[src/rtl/key_matrix_scanner_pkg.sv]
// key_matrix_scanner_pkg: shared widths, scan divider default and state/frame encodings for the key scanner.
package key_matrix_scanner_pkg;
  localparam int KEY_BITS = 4;
  localparam int ROW_BITS = 4;
  localparam int COL_BITS = 4;
  localparam int KEY_SCAN_DIV = 200000;
  typedef enum logic [1:0] {
    KS_IDLE        = 2'd0,
    KS_PRESS_DEB   = 2'd1,
    KS_HELD        = 2'd2,
    KS_RELEASE_DEB = 2'd3
  } ks_state_e;
  typedef enum logic [1:0] {
    FR_NONE   = 2'd0,
    FR_SINGLE = 2'd1,
    FR_MULTI  = 2'd2
  } frame_e;
endpackage

[src/rtl/scan_tick_gen.sv]
// scan_tick_gen: free-running divider emitting a 1-clk tick every SCAN_DIV cycles.
module scan_tick_gen
  import key_matrix_scanner_pkg::*;
#(
  parameter int SCAN_DIV = KEY_SCAN_DIV
) (
  input  logic clk,
  input  logic rst_n,
  output logic tick_o
);
  localparam int W = $clog2(SCAN_DIV);
  logic [W-1:0] cnt_q, cnt_d;
  assign tick_o = cnt_q == W'(SCAN_DIV - 1);
  assign cnt_d = tick_o ? '0 : cnt_q + 1'b1;
  always_ff @(posedge clk or negedge rst_n)
    if (!rst_n) cnt_q <= '0;
    else cnt_q <= cnt_d;
endmodule

[src/rtl/key_matrix_scanner.sv]
// key_matrix_scanner: scans a 4x4 active-low key matrix, debounces whole frames and reports one key.
module key_matrix_scanner
  import key_matrix_scanner_pkg::*;
#(
  parameter int SCAN_DIV       = KEY_SCAN_DIV,
  parameter int DEBOUNCE_SCANS = 4
) (
  input  logic                clk,
  input  logic                rst_n,
  input  logic [ROW_BITS-1:0] row_in,
  output logic [COL_BITS-1:0] col_out,
  output logic [KEY_BITS-1:0] key_code,
  output logic                key_valid,
  output logic                key_held,
  output logic                key_release
);
  localparam logic [3:0] DEB = 4'(DEBOUNCE_SCANS);
  logic tick, frame_end, single, none;
  logic [ROW_BITS-1:0] sync1_q, sync2_q;
  logic [1:0] col_q;
  logic [15:0] snap_q, frame;
  logic [4:0] n_pressed;
  logic [3:0] key_k, cnt_q, cnt_d, cnt_inc, cand_q, cand_d, code_q, code_d;
  logic held_q, held_d, valid_q, valid_d, rel_q, rel_d;
  frame_e kind;
  ks_state_e state_q, state_d;
  scan_tick_gen #(.SCAN_DIV(SCAN_DIV)) u_tick (
    .clk    (clk),
    .rst_n  (rst_n),
    .tick_o (tick)
  );
  assign frame_end = tick && col_q == 2'd3;
  always_ff @(posedge clk or negedge rst_n)
    if (!rst_n) begin
      sync1_q <= '1;
      sync2_q <= '1;
      col_q   <= '0;
      snap_q  <= '1;
    end else begin
      sync1_q <= row_in;
      sync2_q <= sync1_q;
      if (tick) begin
        snap_q[{col_q, 2'b00} +: 4] <= sync2_q;
        col_q <= col_q + 2'd1;
      end
    end
  // Column 3 is classified straight from the synchroniser, the same value snapshotted at frame end.
  always_comb begin
    frame = {sync2_q, snap_q[11:0]};
    n_pressed = '0;
    key_k = '0;
    for (int i = 15; i >= 0; i--)
      if (!frame[i]) begin
        n_pressed = n_pressed + 5'd1;
        key_k = 4'(i);
      end
    kind = n_pressed == 5'd0 ? FR_NONE : n_pressed == 5'd1 ? FR_SINGLE : FR_MULTI;
  end
  assign single  = kind == FR_SINGLE;
  assign none    = kind == FR_NONE;
  assign cnt_inc = cnt_q + 4'd1;
  always_ff @(posedge clk or negedge rst_n)
    if (!rst_n) begin
      state_q <= KS_IDLE;
      cnt_q   <= '0;
      cand_q  <= '0;
      code_q  <= '0;
      held_q  <= 1'b0;
      valid_q <= 1'b0;
      rel_q   <= 1'b0;
    end else begin
      state_q <= state_d;
      cnt_q   <= cnt_d;
      cand_q  <= cand_d;
      code_q  <= code_d;
      held_q  <= held_d;
      valid_q <= valid_d;
      rel_q   <= rel_d;
    end
  always_comb begin
    state_d = state_q;
    cnt_d   = cnt_q;
    cand_d  = cand_q;
    code_d  = code_q;
    held_d  = held_q;
    valid_d = 1'b0;
    rel_d   = 1'b0;
    if (frame_end)
      unique case (state_q)
        KS_IDLE:
          if (single) begin
            cand_d = key_k;
            cnt_d  = 4'd1;
            if (DEB == 4'd1) begin
              state_d = KS_HELD;
              code_d  = key_k;
              held_d  = 1'b1;
              valid_d = 1'b1;
            end else state_d = KS_PRESS_DEB;
          end
        KS_PRESS_DEB:
          if (single && key_k == cand_q) begin
            cnt_d = cnt_inc;
            if (cnt_inc == DEB) begin
              state_d = KS_HELD;
              code_d  = cand_q;
              held_d  = 1'b1;
              valid_d = 1'b1;
            end
          end else begin
            state_d = KS_IDLE;
            cnt_d   = '0;
          end
        KS_HELD:
          if (!(single && key_k == code_q)) begin
            if (none && DEB == 4'd1) begin
              state_d = KS_IDLE;
              cnt_d   = '0;
              held_d  = 1'b0;
              rel_d   = 1'b1;
            end else begin
              state_d = KS_RELEASE_DEB;
              cnt_d   = none ? 4'd1 : 4'd0;
            end
          end
        KS_RELEASE_DEB:
          if (none) begin
            cnt_d = cnt_inc;
            if (cnt_inc == DEB) begin
              state_d = KS_IDLE;
              cnt_d   = '0;
              held_d  = 1'b0;
              rel_d   = 1'b1;
            end
          end else begin
            cnt_d   = '0;
            state_d = (single && key_k == code_q) ? KS_HELD : KS_RELEASE_DEB;
          end
      endcase
  end
  assign col_out     = ~(4'b0001 << col_q);
  assign key_code    = code_q;
  assign key_valid   = valid_q;
  assign key_held    = held_q;
  assign key_release = rel_q;
endmodule

[config.mk]
export PLATFORM = sky130hd
export DESIGN_NAME = key_matrix_scanner
export DESIGN_NICKNAME = d
export VERILOG_FILES = /design/src/rtl/key_matrix_scanner_pkg.sv /design/src/rtl/scan_tick_gen.sv /design/src/rtl/key_matrix_scanner.sv
export SDC_FILE = /design/constraint.sdc
export NUM_CORES = 1
export LEC_CHECK = 0
export CAP_MARGIN = 30
export CORE_ASPECT_RATIO = 0.6
export CORE_MARGIN = 5
export CORE_UTILIZATION = 45
export DETAILED_ROUTE_END_ITERATION = 8
export HOLD_SLACK_MARGIN = 0.03
export RECOVER_POWER = 25
export SLEW_MARGIN = 40
export SYNTH_ARGS = -nofsm -noshare
export SYNTH_HDL_FRONTEND = slang
export SYNTH_SLANG_ARGS = --single-unit
[constraint.sdc]
create_clock -name clk -period 24.4 [get_ports clk]
set_input_delay 4.88 -clock clk [delete_from_list [all_inputs] [get_ports clk]]
set_output_delay 4.88 -clock clk [all_outputs]
set_load 0.005 [all_outputs]
==> results of run 1 <==
## routing by layer
layer  global-route usage, %  vias up
li1                        -     1749
met1                    25.1     1649
met2                    21.8       58
met3                    3.73        5
met4                    3.23        0
met5                       0        -
## layout make-up
cell class                      count  area [µm²]
Fill cell                         936        4720
Tap cell                          135         169
Sequential cell                    57        1450
Multi-Input combinational cell    395        2830
Clock inverter                      4        51.3
Timing Repair Buffer               18         166
Clock buffer                       12         256
Inverter                           27         101
## sequential cells by signal, indices dropped and copies added, names as in the netlist
signal / flops
cand_q: 4
key_release: 1
key_code: 4
key_held: 1
cnt_q: 4
state_q: 2
sync1_q: 4
u_tick.cnt_q: 18
col_q: 2
sync2_q: 4
snap_q: 12
key_valid: 1
## report_power, final
part	switching (mW)	internal, mW
sequential	0.000995	0.0960
combinational	0.315	0.226
clock	0.0428	0.0845
## cells in the mapped netlist, types with 12 or more instances
| cell | n |
|---|---|
| nor3_1 | 12 |
| nand2_1 | 61 |
| dfrtp_1 | 37 |
| dfstp_2 | 20 |
| a21oi_1 | 20 |
| inv_1 | 27 |
| xor2_1 | 19 |
| nor2_1 | 36 |
| xnor2_1 | 35 |
| o21ai_0 | 31 |
| nand3_1 | 22 |
| nand2b_1 | 14 |
| ha_1 | 24 |
## worst max-delay path: cells and delay by family, from the launching register on
kind	cells	cell delay [ns]
compound gates	12	2.12
simple gates	16	2.41
fa+ha+maj	13	3.68
buf+inv	4	0.26
flops	1	0.58
mux	3	0.78
xor+xnor	3	0.56
## final timing paths
check	endpoint	slack [ns]	cells past startpoint
max in group asynchronous	u_tick.cnt_q[17]	19.23	2
hold reg to reg	sync2_q[1]	0.35	0
setup reg to reg	key_code[3]	13.87	51
hold / removal	sync2_q[1]	0.35	0
min in group asynchronous	state_q[0]	4.69	2
setup / recovery	key_code[3]	13.87	51
## metrics by stage
stage               area, µm²  hold slack, ns
floorplan                4440           0.345
CTS                      5030           0.355
finish                   5020           0.354
detailed placement       4720           0.347
global placement         4720           0.346
global route             5020           0.356
## logic make-up after synthesis
kind of cell	Yosys count	share of synthesized area [%]
AO/OA/AOI/OAI	89	12.9
XOR/XNOR	71	18.0
adder cells (fa/ha/maj)	24	6.77
buffers and inverters	43	3.72
flip-flops	57	32.7
multiplexers	12	3.19
AND/OR/NAND/NOR	199	22.8
==> results.md, run 1 <==
* Status: finished clean
* Netlist cell types at 65
* Wire per inst at between 10 and 15 µm
* Min-Delay Startpoint: sync1_q[1]
* CTS tree: done
* Routed Antenna Nets at 0
* Synth Warn # at 0
* Critical path class: flop to flop
* PwrDens at 152 nW/µm²
* Largest area contributor in the netlist: dfrtp_1
* Setup WS pre-CTS at between 10 and 15 ns
* GRT Util Overall at roughly 16%
* Mapped Area at between 4000 and 5000 µm²
* Grt ovf at 0
* Crit path time final at approximately 11 ns
* Endpoints failing setup at 0
* Drt drc at 0
* Total power at approximately 0.76 mW
* Vias in the first global route at approximately 3100
* Io pins at 17
* CP max stage cell: dfstp_2
* Post-Place Cells at 632
* Layout area overhead at 13.2%
* Leakage Power at 2.07 nW
* Syn Inst Count at 495
* Critical path's largest stage delay at 0.58 ns
* Clock transition at the registers of the reported paths at 0.05 ns
* Detailed-route wire length at a little over 9 mm
* Post-synthesis net count at between 500 and 600
* Die Wd at roughly 140 µm
* Bufs on Longest Clock Path at 2
* Part of the Yosys area used for sequential elements at between 30% and 40%
* Vias per inst at around 5.3
* Crit path max fanout at 6
* PnR worst setup slack at about 14 ns
* Post-synthesis register bit count at 57
* Slew Viols, Final at 0
* Final Non-Filler Cells at between 600 and 700
* Ratio of cells with drive above 1 in the final layout at a little over an eighth
* Finished Core Util at around half
* Routability Congestion at 0.906
* Die Y at approximately 87 µm
* Slew HR at around 52%
* Final period utilization at 43.1%
* Fin Setup TNS at 0 ns
* Max-capacitance violation count at 0
* Synth top area share at 20.9%
* Most frequent cells in the layout: nand2_1 (61), dfrtp_1 (37), nor2_1 (36)
* Worst path most repeated cell: ha_1
* H-Tree Depth at 3
* RSZ-0062 raised after global routing: no
* WL met1 at around 5.2 mm
* CP Launch Point: sync2_q[2]
* Mean Syn Cell Area at roughly 9.0 µm²
* Worst r2r src: sync2_q[2]
* Post-CTS Setup Bufs at 0
* Root Buffer: clkbuf_16
* Crit path DAT at about 11 ns
* Largest net degree at the start of global routing at 58
* Pre-Repair DR Iteration Count at 5
* Final hold violations at 0
* DP HPWL at 7.02 mm
* Die footprint at about 12000 µm²
* Initial antenna violation count at 0
* Sinks on Clock Net at 57
* Largest cells by area after synthesis: dfrtp_1 (21%), dfstp_2 (12%), xnor2_1 (6.9%), ha_1 (6.8%), nand2_1 (5.2%)
* Top_reg_cell synth: dfrtp_1
* TritonCTS Buffers at 9
* Crit. End Element: flop
* Starting DRT DRC Count at 207
* Uppermost layer routed: met4
* Antenna cell count at 0
* Port Buffer Count at 16
* FMAX at approximately 0.095 GHz
* Clock skew at 0.00447 ns
* HP Class: flop to flop
* Met2 routed WL at 3.67 mm
* CTS resizes at 0
* Worst vdd ir at approximately 0.15 mV
* Vias at between 3000 and 4000
* Crit path launch type: flop
* Worst Tran Pin Value at between 0.7 and 0.8 ns
* Clk Latency, worst-skew pair at around 0.32 ns
* First-pass GRT wire length at between 15 and 20 mm
* Commonest non-fill, non-tap cell in the layout: nand2_1
* CTS hold repair buffers at 0
* Worst path required time at approximately 25 ns
* Nets at around 540
* Metal3 WL at between 300 and 400 µm
* Asr flop ratio synth at 100%
* Post-synth EDFFs at 0
* Starting density of the core at 45.6%
* Standard-cell rows at 28
* Core box area at between 9000 and 10000 µm²
Note: power is estimated with default switching activity, not from simulation.
==> inputs of run 2 (changes only) <==
clock period = 8.5 ns   (was 24.4 ns; I/O delays follow)
==> results.md, run 2 (synthesized netlist as in run 1, its figures left out) <==
* Worst r2r src: sync2_q[2]
* Die Y at 86.9 µm (unchanged)
* Vias at 3856 (+11%)
* Worst path required time at 8.71 ns (-15.89 ns)
* Drt drc at 0 (unchanged)
* Nets at 622 (+16%)
* Die Wd at 138 µm (unchanged)
* Crit. End Element: flop
* Core box area at 9740 µm² (unchanged)
* Top reg by flops: u_tick.cnt_q
* Reg-to-Reg End: cnt_q[2]
* Vias in the first global route at 3730 (+19%)
* Critical path's largest stage delay at 0.55 ns (-0.03 ns)
* Worst Tran Pin Value at 0.842 ns (+0.125 ns)
* Fill count at 818 (-13%)
* Final period utilization at 112% (+69 points)
* Hold Crit Endpoint: sync2_q[0]
* Critical path class: flop to flop
* Routability Congestion at 0.844 (-6.8%)
* Largest net degree at the start of global routing at 58 (unchanged)
* Layout area overhead at 36.8%
* Vias per inst at 5.27 (-1.4%)
* Crit path launch type: flop
* Initial antenna violation count at 0 (unchanged)
* RSZ-0062 raised after global routing: yes
* CP max stage cell: dfstp_2
* Failing checks: negative setup slack
* Slew HR at 43.4% (-8.8 points)
* Antenna cell count at 0 (unchanged)
* Ratio of cells with drive above 1 in the final layout at 34.2% (+21 points)
* Crit path max fanout at 5 (-1)
* Bufs on Longest Clock Path at 2 (unchanged)
* Status: finished with violations
* Clock skew at 0.00806 ns (+0.00359 ns)
* CTS tree: done
* Endpoints failing setup at 17 (+17)
* Pre-Repair DR Iteration Count at 4 (-1)
* Starting density of the core at 45.6% (unchanged)
* Detailed-route wire length at 11.4 mm (+23%)
* HP Class: flop to flop
* Commonest non-fill, non-tap cell in the layout: buf_4
* Crit path DAT at 9.73 ns (-1.00 ns)
* Standard-cell rows at 28 (unchanged)
* Min-Delay Startpoint: sync1_q[0]
* Hold path cells at 0 (unchanged)
* Sinks on Clock Net at 57 (unchanged)
* Final hold violations at 0 (unchanged)
* Reg2Reg Depth at 53 (+3.9%)
* Grt ovf at 0 (unchanged)
* Io pins at 17 (unchanged)
* R2R setup slack at -1.02 ns (-14.89 ns)
* Most frequent cells in the layout: buf_4 (78), nand2_1 (54), dfrtp_1 (37)
* Die footprint at 12000 µm² (unchanged)
* Max-capacitance violation count at 0 (unchanged)
* Clock transition at the registers of the reported paths at 0.05 ns (about the same)
* Largest registers: u_tick.cnt_q (18), snap_q (12)
* DP HPWL at 7.46 mm (+6.3%)
* H-Tree Depth at 3 (unchanged)
* Crit path time final at 9.52 ns (-1.01 ns)
* Largest register FFs at 18 (unchanged)
* Clk Latency, worst-skew pair at 0.33 ns (about the same)
* GRT Util Overall at 18.7% (+2.8 points)
* Port Buffer Count at 16 (unchanged)
* Routed Antenna Nets at 0 (unchanged)
* Starting DRT DRC Count at 276 (+33%)
* TritonCTS Buffers at 9 (unchanged)
* PnR worst setup slack at -1.02 ns (-14.89 ns)
* Slew Viols, Final at 0 (unchanged)
* Root Buffer: clkbuf_16
* Finished Core Util at 62.3% (+11 points)
* First-pass GRT wire length at 18.3 mm (+17%)
* Wire per inst at 15.5 µm (+8.5%)
* FMAX at 0.105 GHz (+11%)
[run 2: worst max path at each step]
stage / end / startpoint / slack [ns] / depth (start not counted)
6_report: cnt_q[2] / sync2_q[2] / -1.02 / 53
5_1_grt: cnt_q[2] / sync2_q[2] / -1.44 / 53
4_1_cts: cnt_q[3] / sync2_q[3] / -0.81 / 52
3_5_place_dp: key_held / sync2_q[2] / -1.14 / 52
3_3_place_gp: key_held / sync2_q[3] / -0.73 / 52
2_1_floorplan: key_code[0] / sync2_q[3] / -0.71 / 51
[run 2: final cells by class]
cell class | instances | area (µm²) | area share [%]
multi-input cells | 396 | 3220 | 53.0
flip-flops and latches | 57 | 1450 | 23.9
repair buffers | 101 | 821 | 13.5
clock buffers | 11 | 233 | 3.83
well taps | 135 | 169 | 2.78
inverters | 27 | 101 | 1.67
clock inverters | 5 | 78.8 | 1.30
[run 2: per-stage QoR]
stage	worst slack [ns]	hold slack, ns	cells	area [µm²]	TNS, ns
after floorplan	-0.712	0.345	495	4550	-9.79
after global placement	-0.732	0.346	675	5160	-10.64
after detailed placement	-1.14	0.347	675	5170	-15.69
after CTS	-0.805	0.355	721	5810	-11.97
after global routing	-1.44	0.356	732	6070	-22.25
final	-1.02	0.354	732	6070	-15.74
[run 2: layer usage]
layer	up-vias	global-route usage, %	part of all wire [%]
met5	-	0	0
met1	1839	28.7	53
li1	1922	-	-
met4	0	4.84	0.87
met3	10	3.89	4.4
met2	85	26.6	42
[run 2: timing repair]
| action | CTS | global route |
|---|---|---|
| buffers inserted | 29 | 12 |
| gates resized for setup | 22 | 37 |
| setup endpoints to repair | 17 | 17 |
| gates cloned | 1 | 0 |
| pin swaps | 20 | 25 |
| hold buffers | 0 | 0 |
[run 2: worst max-delay path: cells and delay by family, from the launching register on]
kind	cells	cell delay, ns
AO/OA/AOI/OAI	16	2.67
XOR/XNOR	3	0.51
adder cells (fa/ha/maj)	13	3.50
buffers and inverters	6	0.50
flip-flops	1	0.55
multiplexers	1	0.10
AND/OR/NAND/NOR	14	1.52
Power of run 2 is not shown: default switching activity piles up to over one toggle a cycle in this logic, so the estimate is an artifact.
